## config.mk

```make
export PLATFORM = sky130hd
export DESIGN_NAME = fetch_unit
export DESIGN_NICKNAME = d
export VERILOG_FILES = /design/src/rtl/fetch_unit.sv
export SDC_FILE = /design/constraint.sdc
export NUM_CORES = 1
export LEC_CHECK = 0
export ABC_CLOCK_PERIOD_IN_PS = 2900
export BUFFER_PORTS_ARGS = -buffer_cell sky130_fd_sc_hd__buf_4
export CORE_AREA = 3 3 95 97
export CTS_BUF_LIST = sky130_fd_sc_hd__clkbuf_2 sky130_fd_sc_hd__clkbuf_4 sky130_fd_sc_hd__clkbuf_8
export DETAILED_ROUTE_END_ITERATION = 6
export DIE_AREA = 0 0 98 100
export GPL_TIMING_DRIVEN = 0
export PLACE_DENSITY = 0.76
export SLEW_MARGIN = 5
export SYNTH_ARGS = -nofsm -noshare
export SYNTH_HDL_FRONTEND = slang
export SYNTH_SLANG_ARGS = --single-unit
```

## constraint.sdc

```tcl
create_clock -name clk -period 2.9 [get_ports clk]
set_input_delay 0.58 -clock clk [delete_from_list [all_inputs] [get_ports clk]]
set_output_delay 0.58 -clock clk [all_outputs]
set_load 0.005 [all_outputs]
```

## src/rtl/fetch_unit.sv

```systemverilog
// Instruction prefetch stage: streams program bytes into a small queue and
// exposes a 3-byte window at the instruction PC. Optional macro FETCH_FLUSH_STATS_EN.
module fetch_unit #(
    parameter int          DEPTH    = 4,
    parameter logic [15:0] RESET_PC = 16'h0000
) (
    input  logic        clk,
    input  logic        reset,
    output logic        mem_req,
    output logic [15:0] mem_addr,
    input  logic [7:0]  mem_rdata,
    input  logic        redirect,
    input  logic [15:0] redirect_pc,
    input  logic [1:0]  take_len,
    output logic [15:0] win_pc,
    output logic [7:0]  win_b0,
    output logic [7:0]  win_b1,
    output logic [7:0]  win_b2,
    output logic [1:0]  win_count,
    output logic        take_err,
    output logic [15:0] flushed
);

    typedef logic [15:0] addr_t;
    typedef logic [7:0]  data_t;

    localparam int PW = (DEPTH > 1) ? $clog2(DEPTH) : 1;
    localparam int CW = $clog2(DEPTH + 1);

    data_t         q [DEPTH];
    logic [PW-1:0] head;
    logic [PW-1:0] tail;
    logic [CW-1:0] count;
    logic          inflight;
    addr_t         fetch_pc;

    logic          take_ok;
    logic          append;
    logic [1:0]    pop;

    function automatic logic [PW-1:0] ptr_add(input logic [PW-1:0] p, input logic [1:0] n);
        int s;
        s = int'(p) + int'(n);
        if (s >= DEPTH) s = s - DEPTH;
        return PW'(s);
    endfunction

    // Issue ignores the same-cycle take, so an in-flight byte always has room.
    always_comb begin
        mem_req  = !reset && !redirect && ((int'(count) + int'(inflight)) < DEPTH);
        mem_addr = fetch_pc;
    end

    always_comb begin
        win_count = (count >= CW'(3)) ? 2'd3 : count[1:0];
        win_b0    = (count >= CW'(1)) ? q[head] : 8'h00;
        win_b1    = (count >= CW'(2)) ? q[ptr_add(head, 2'd1)] : 8'h00;
        win_b2    = (count >= CW'(3)) ? q[ptr_add(head, 2'd2)] : 8'h00;
        take_ok   = (take_len <= win_count);
        append    = inflight && !redirect;
        pop       = (!redirect && take_ok) ? take_len : 2'd0;
    end

    always_ff @(posedge clk) begin
        if (append) q[tail] <= mem_rdata;
    end

    always_ff @(posedge clk) begin
        if (reset) begin
            head     <= '0;
            tail     <= '0;
            count    <= '0;
            inflight <= 1'b0;
            fetch_pc <= RESET_PC;
            win_pc   <= RESET_PC;
            take_err <= 1'b0;
        end else if (redirect) begin
            head     <= '0;
            tail     <= '0;
            count    <= '0;
            inflight <= 1'b0;
            fetch_pc <= redirect_pc;
            win_pc   <= redirect_pc;
            take_err <= 1'b0;
        end else begin
            if (append) tail <= ptr_add(tail, 2'd1);
            head     <= ptr_add(head, pop);
            count    <= count + CW'(append) - CW'(pop);
            inflight <= mem_req;
            fetch_pc <= fetch_pc + 16'(mem_req);
            win_pc   <= win_pc + 16'(pop);
            take_err <= !take_ok;
        end
    end

`ifdef FETCH_FLUSH_STATS_EN
    addr_t       flushed_r;
    logic [16:0] flush_sum;

    // Discarded bytes are the queued ones plus any byte returning in the redirect cycle.
    assign flush_sum = {1'b0, flushed_r} + 17'(count) + 17'(inflight);

    always_ff @(posedge clk) begin
        if (reset) begin
            flushed_r <= '0;
        end else if (redirect) begin
            flushed_r <= flush_sum[16] ? 16'hFFFF : flush_sum[15:0];
        end
    end

    assign flushed = flushed_r;
`else
    assign flushed = 16'h0000;
`endif

endmodule

```

Yosys cells after proc, flatten, opt, wreduce, memory -nomap -nowiden
Memory sizes are Yosys's and may differ from the RTL's. A register that Yosys moved wholly into a read port is not among the register bits.
Cells that the tools add are included.
{"block": "word_totals", "register_bits": 41, "ram_bits": 32, "inputBits": 29, "output_inout_bits": 76, "wordCells": 52, "mem_count": 1}
{"block": "classes", "addsub": 13, "magnitude_cmp": 9, "n_mux": 14, "n_reduce_logical": 8}
{"name": "q", "words": 4, "word_bits": 8, "rd": 3, "rd_ports_with_merged_regs": 1, "write_ports": 1, "line": "30", "rtl": "data_t q [DEPTH];"}
{"cell": "$mux W16", "count": 2}
{"cell": "$mux W8", "count": 3}
{"cell": "$add A16 B1 Y16", "count": 1}
{"cell": "$add A16 B2 Y16", "count": 1}
{"cell": "$mux W2", "count": 7}
{"cell": "$ge A3 B3 Y1 const B", "count": 4}
{"cell": "$sub A2 B1 Y2 const B", "count": 4}
{"cell": "$add A2 B1 Y3 const B", "count": 2}
{"cell": "$ge A3 B2 Y1 const B", "count": 2}
{"cell": "$add A3 B1 Y4", "count": 1}
{"cell": "$logic_and A1 B1 Y1", "count": 4}
{"cell": "$lt A4 B3 Y1 const B", "count": 1}
{"cell": "$add A2 B2 Y3", "count": 1}
{"cell": "$add A2 B2 Y3 const B", "count": 1}
{"cell": "$add A3 B1 Y3", "count": 1}
{"cell": "$ge A3 B1 Y1 const B", "count": 1}
{"cell": "$logic_not A1 Y1", "count": 3}
{"cell": "$sub A3 B2 Y3", "count": 1}
{"cell": "$le A2 B2 Y1", "count": 1}
{"cell": "$mux W1", "count": 2}
{"cell": "$reduce_or A2 Y1", "count": 1}

Depth between registers and ports, before layout
{"block": "logic_depth", "ltp_word": 9, "depth_mapped": 14, "mapped_depth_nobuf": 12}

Least setup slack after synthesis
OpenSTA, ideal clock, no wires.
{"block": "synth_path", "path_kind": "register to register", "start": "reg count[2]", "end": "reg win_pc[6]", "setup_ns": 0.071, "t_arrival_ns": 2.959, "required_ns": 2.829, "slack_ns": -0.130, "stages_incl_launch_ff": 14, "path_buffers": 1, "synth_period_minus_slack_ns": 3.030, "cell_sequence": "dfxtp_1 > nor2_2 > ha_1 > nor2b_1 > o21ai_0 > and3_1 > ha_1 > inv_1 > fa_1 > and3b_1 > buf_4 > a31oi_1 > a211o_1 > a21oi_1"}
{"block": "synth_via", "elab_chain_len": 7}
{"item": "start, declared", "line": "33", "rtl": "logic [CW-1:0] count;"}
{"item": "start signal, assigned", "line": "88", "rtl": "count <= count + CW'(append) - CW'(pop);"}
{"item": "$ge A3 B2 Y1", "line": "55", "rtl": "win_count = (count >= CW'(3)) ? 2'd3 : count[1:0];"}
{"item": "$mux W2", "line": "55"}
{"item": "$le A2 B2 Y1", "line": "59", "rtl": "take_ok = (take_len <= win_count);"}
{"item": "$logic_and A1 B1 Y1", "line": "61", "rtl": "pop = (!redirect && take_ok) ? take_len : 2'd0;"}
{"item": "$mux W2", "line": "61"}
{"item": "$add A16 B2 Y16", "line": "91", "rtl": "win_pc <= win_pc + 16'(pop);"}
{"item": "$mux W16", "line": "77", "rtl": "end else if (redirect) begin"}
{"item": "end signal, assigned", "line": "83", "rtl": "win_pc <= redirect_pc;"}
{"item": "end signal, assigned", "line": "91"}
{"item": "end, declared", "line": "15", "rtl": "output logic [15:0] win_pc,"}
Every way passes these cells.
A chain may end at the register's enable or synchronous reset.

Worst setup path in the final report
{"block": "layout_path", "start": "reg count[2]", "end": "reg win_pc[10]"}
The elaborated chain is that of the path after synthesis.

==> load_flow_metrics.sql <==
INSERT INTO impl_metrics (metric_group, metric, value, unit) VALUES
('synthesis', 'complex_gate_fraction_of_the_synthesized_area', '8.61', '%'),
('floorplan', 'die-area', '0.00980', 'mm2'),
('synthesis', 'synth_simple_gate_area_share', '16.1', '%'),
('critical_path', 'critical_path.n_buffers_inverters', '2', ''),
('run_status', 'status', 'completed', ''),
('critical_path', 'crit_path_top_cell_by_count', 'ha_1', ''),
('final_layout', 'regArea', '0.00179', 'mm2'),
('sta', 'fin_worst_skew', '0.00685', 'ns'),
('final_layout', 'final_layout_size_suffix_gt1_share', '37.0', '%'),
('sta', 'drv_slew', '0', ''),
('critical_path', 'crit_required', '3.11', 'ns'),
('critical_path', 'crit_path_end_kind', 'flop', ''),
('critical_path', 'crit_path_top_delay_cell', 'dfxtp_4', ''),
('critical_path', 'max_stage_delay', '0.40', 'ns'),
('placed_design', 'port-buffer-count', '87', ''),
('floorplan', 'initial_utilization', '49.9', '%'),
('routing', 'vias_per_inst', '5.33', ''),
('placed_design', 'gp_routability_congestion', '0.815', ''),
('global_route', 'grt_pass1_vias', '3033', ''),
('routing', 'drtAntennaViolNets', '0', ''),
('min_path', 'class_of_the_tightest_hold_or_removal_check', 'input port to flop', ''),
('global_route', 'antenna_found_initial', '0', ''),
('cts', 'clock_tree.root_cell', 'clkbuf_8', ''),
('routing', 'drc', '0', ''),
('routing', 'drt_iter0_drc', '148', ''),
('final_layout', 'nNetsFinal', '521', ''),
('synthesis', 'synthesis.area_per_instance', '11.4', 'um2'),
('sta', 'clock.fmax', '356', 'MHz'),
('cts', 'maximum_root_to_sink_buffer_count', '2', ''),
('critical_path', 'timing.critical_path.cells', 'nor2_4 > ha_1 > nor2b_2 > o21ai_2 > and3_4 > ha_1 > inv_1 > fa_2 > and3b_1 > buf_4 > and4_1 > xnor2_1 > a21boi_1', ''),
('sta', 'max_slew_margin', '65.1', '%'),
('cts', 'tritoncts_num_sinks', '73', ''),
('final_layout', 'diodes', '0', ''),
('synthesis', 'synth_area', '0.00410', 'mm2'),
('floorplan', 'row_count', '33', ''),
('sta', 'fin_ws', '0.0884', 'ns'),
('placed_design', 'pre_cts_ws', '-0.491', 'ns'),
('synthesis', 'synth.most_common_cell', 'dfxtp_1', ''),
('synthesis', 'post-synth-top-area-fraction', '23.4', '%'),
('cts', 'cts_tree', 'done', ''),
('final_layout', 'multiInputGateArea', '0.00211', 'mm2'),
('routing', 'detail_route.first_pass.iterations', '4', ''),
('pwr', 'vdd_ir_drop_max', '0.353', 'mV'),
('sta', 'min_period_over_period', '97.0', '%'),
('global_route', 'grt-ovfl-total', '0', ''),
('cts', 'clk-insertion-delay-late', '0.34', 'ns'),
('floorplan', 'die_height', '100', 'um'),
('sta', 'hold_viol', '0', ''),
('synthesis', 'yosys_register_bits', '73', ''),
('cts', 'worst_setup_hold_path_clk_slew', '0.08', 'ns'),
('cts', 'tritoncts.num_buffers', '9', ''),
('pwr', 'power_density', '494', 'mW/mm2'),
('global_route', 'track_usage', '19.6', '%'),
('routing', 'final_routed_wire_length_divided_by_cell_count', '16.4', 'um'),
('synthesis', 'sequential_element_share_of_the_synthesized_area', '43.5', '%'),
('synthesis', 'synth-async-reset-ratio', '0', '%'),
('synthesis', 'synth_commonest_cells', '41 x dfxtp_1, 32 x edfxtp_1, 24 x inv_1, 24 x mux4_2', ''),
('synthesis', 'yosys_warnings', '0', ''),
('placed_design', 'place.detailed.hpwl', '7.17', 'mm'),
('sta', 'max_slew.worst_pin.slew', '0.524', 'ns'),
('synthesis', 'dominant_combinational_cell_family_by_area_after_synthesis', 'simple AND/OR/NAND/NOR gates', ''),
('placed_design', 'place_area', '0.00494', 'mm2'),
('synthesis', 'synth-xor-area-share', '5.34', '%'),
('synthesis', 'post_synth_mux_area_share', '13.7', '%'),
('cts', 'cts_htree_levels', '3', ''),
('synthesis', 'synthDominantAreaCellType', 'edfxtp_1', ''),
('sta', 'final.min_clock_period', '2.81', 'ns'),
('final_layout', 'area_delta_synth_final', '28.0', '%'),
('pwr', 'power_leakage', '2.22', 'nW'),
('critical_path', 'timing_worst_setup_path_type', 'flop to flop', ''),
('synthesis', 'synth_top_cells_by_area', 'edfxtp_1 23%, dfxtp_1 20%, mux4_2 13%', '');
## where the power goes
group          switching [mW]  internal [mW]  total [mW]
logic                   0.242          0.294       0.536
clock network           0.370          0.502       0.872
registers              0.0600           1.12        1.18
## worst paths after layout
kind	to	from	slack (ns)	cells past startpoint
max reg2reg	win_pc[10]	count[2]	0.09	13
max	win_pc[10]	count[2]	0.09	13
min	q[2][3]	mem_rdata[3]	0.43	1
min reg2reg	inflight	count[2]	0.50	1
## layout by cell type (no fill, tap or decap), types with 3 or more instances in the layout
cell	count
a21boi_0	11
a21boi_1	7
a21oi_1	19
and2_1	8
and3_1	12
and4_1	5
buf_2	3
buf_4	111
clkbuf_1	6
clkbuf_8	10
conb_1	16
dfxtp_1	38
edfxtp_1	32
ha_1	13
inv_1	24
mux4_2	24
nand2_1	15
nand3_1	9
nand4_1	7
nor2_1	13
nor2b_1	17
nor3_1	6
xnor2_1	12
xor2_1	12
## state kept, by name, indices dropped and copies added, names as in the netlist
| name | count |
|---|---|
| win_pc | 16 |
| count | 3 |
| inflight | 1 |
| tail | 2 |
| head | 2 |
| take_err | 1 |
| mem_addr | 16 |
| q | 32 |
## metrics by stage
step / hold WS, ns / instances / TNS [ns]
after floorplan: 0.488 / 374 / 0
after global placement: 0.516 / 566 / -3.04
after detailed placement: 0.547 / 566 / -4.27
after CTS: 0.424 / 584 / 0
after global routing: 0.423 / 586 / -0.0535
final: 0.434 / 586 / 0
## routing by layer
metal | GRT usage (%) | up-vias | part of all wire (%)
met4 | 6.39 | 0 | 1.6
met3 | 3.61 | 14 | 7.6
met5 | 0 | - | 0
met1 | 25.5 | 1499 | 41
li1 | - | 1503 | -
met2 | 33.2 | 109 | 50
## worst register-to-register path: stages (launching register included)
cell,delay [ns]
dfxtp_4,0.40
nor2_4,0.04
ha_1,0.29
nor2b_2,0.17
o21ai_2,0.19
and3_4,0.22
ha_1,0.17
inv_1,0.06
fa_2,0.35
and3b_1,0.22
buf_4,0.16
and4_1,0.22
xnor2_1,0.13
a21boi_1,0.09
## cell families (layout without fill, tap and decap cells)
group / after synthesis / in the layout
simple gates: 108 / 108
flops: 73 / 73
buf+inv: 57 / 164
compound gates: 53 / 53
mux: 26 / 26
xor+xnor: 25 / 25
fa+ha+maj: 16 / 16
other cells: 1 / 16
## layout make-up
class | instances | area share [%]
multi-input cells | 244 | 40.3
flip-flops and latches | 73 | 34.1
repair buffers | 92 | 13.2
plain buffers | 32 | 4.03
clock buffers | 10 | 2.62
well taps | 105 | 2.50
inverters | 24 | 1.72
clock inverters | 6 | 1.55
## repair_timing
action,in CTS,in global routing
gates resized for setup,8,9
pin swaps,3,2
setup endpoints to repair,11,10
hold buffers,0,0
setup buffers,3,2
cloned,0,0
Power figures use the tool's default switching activity.
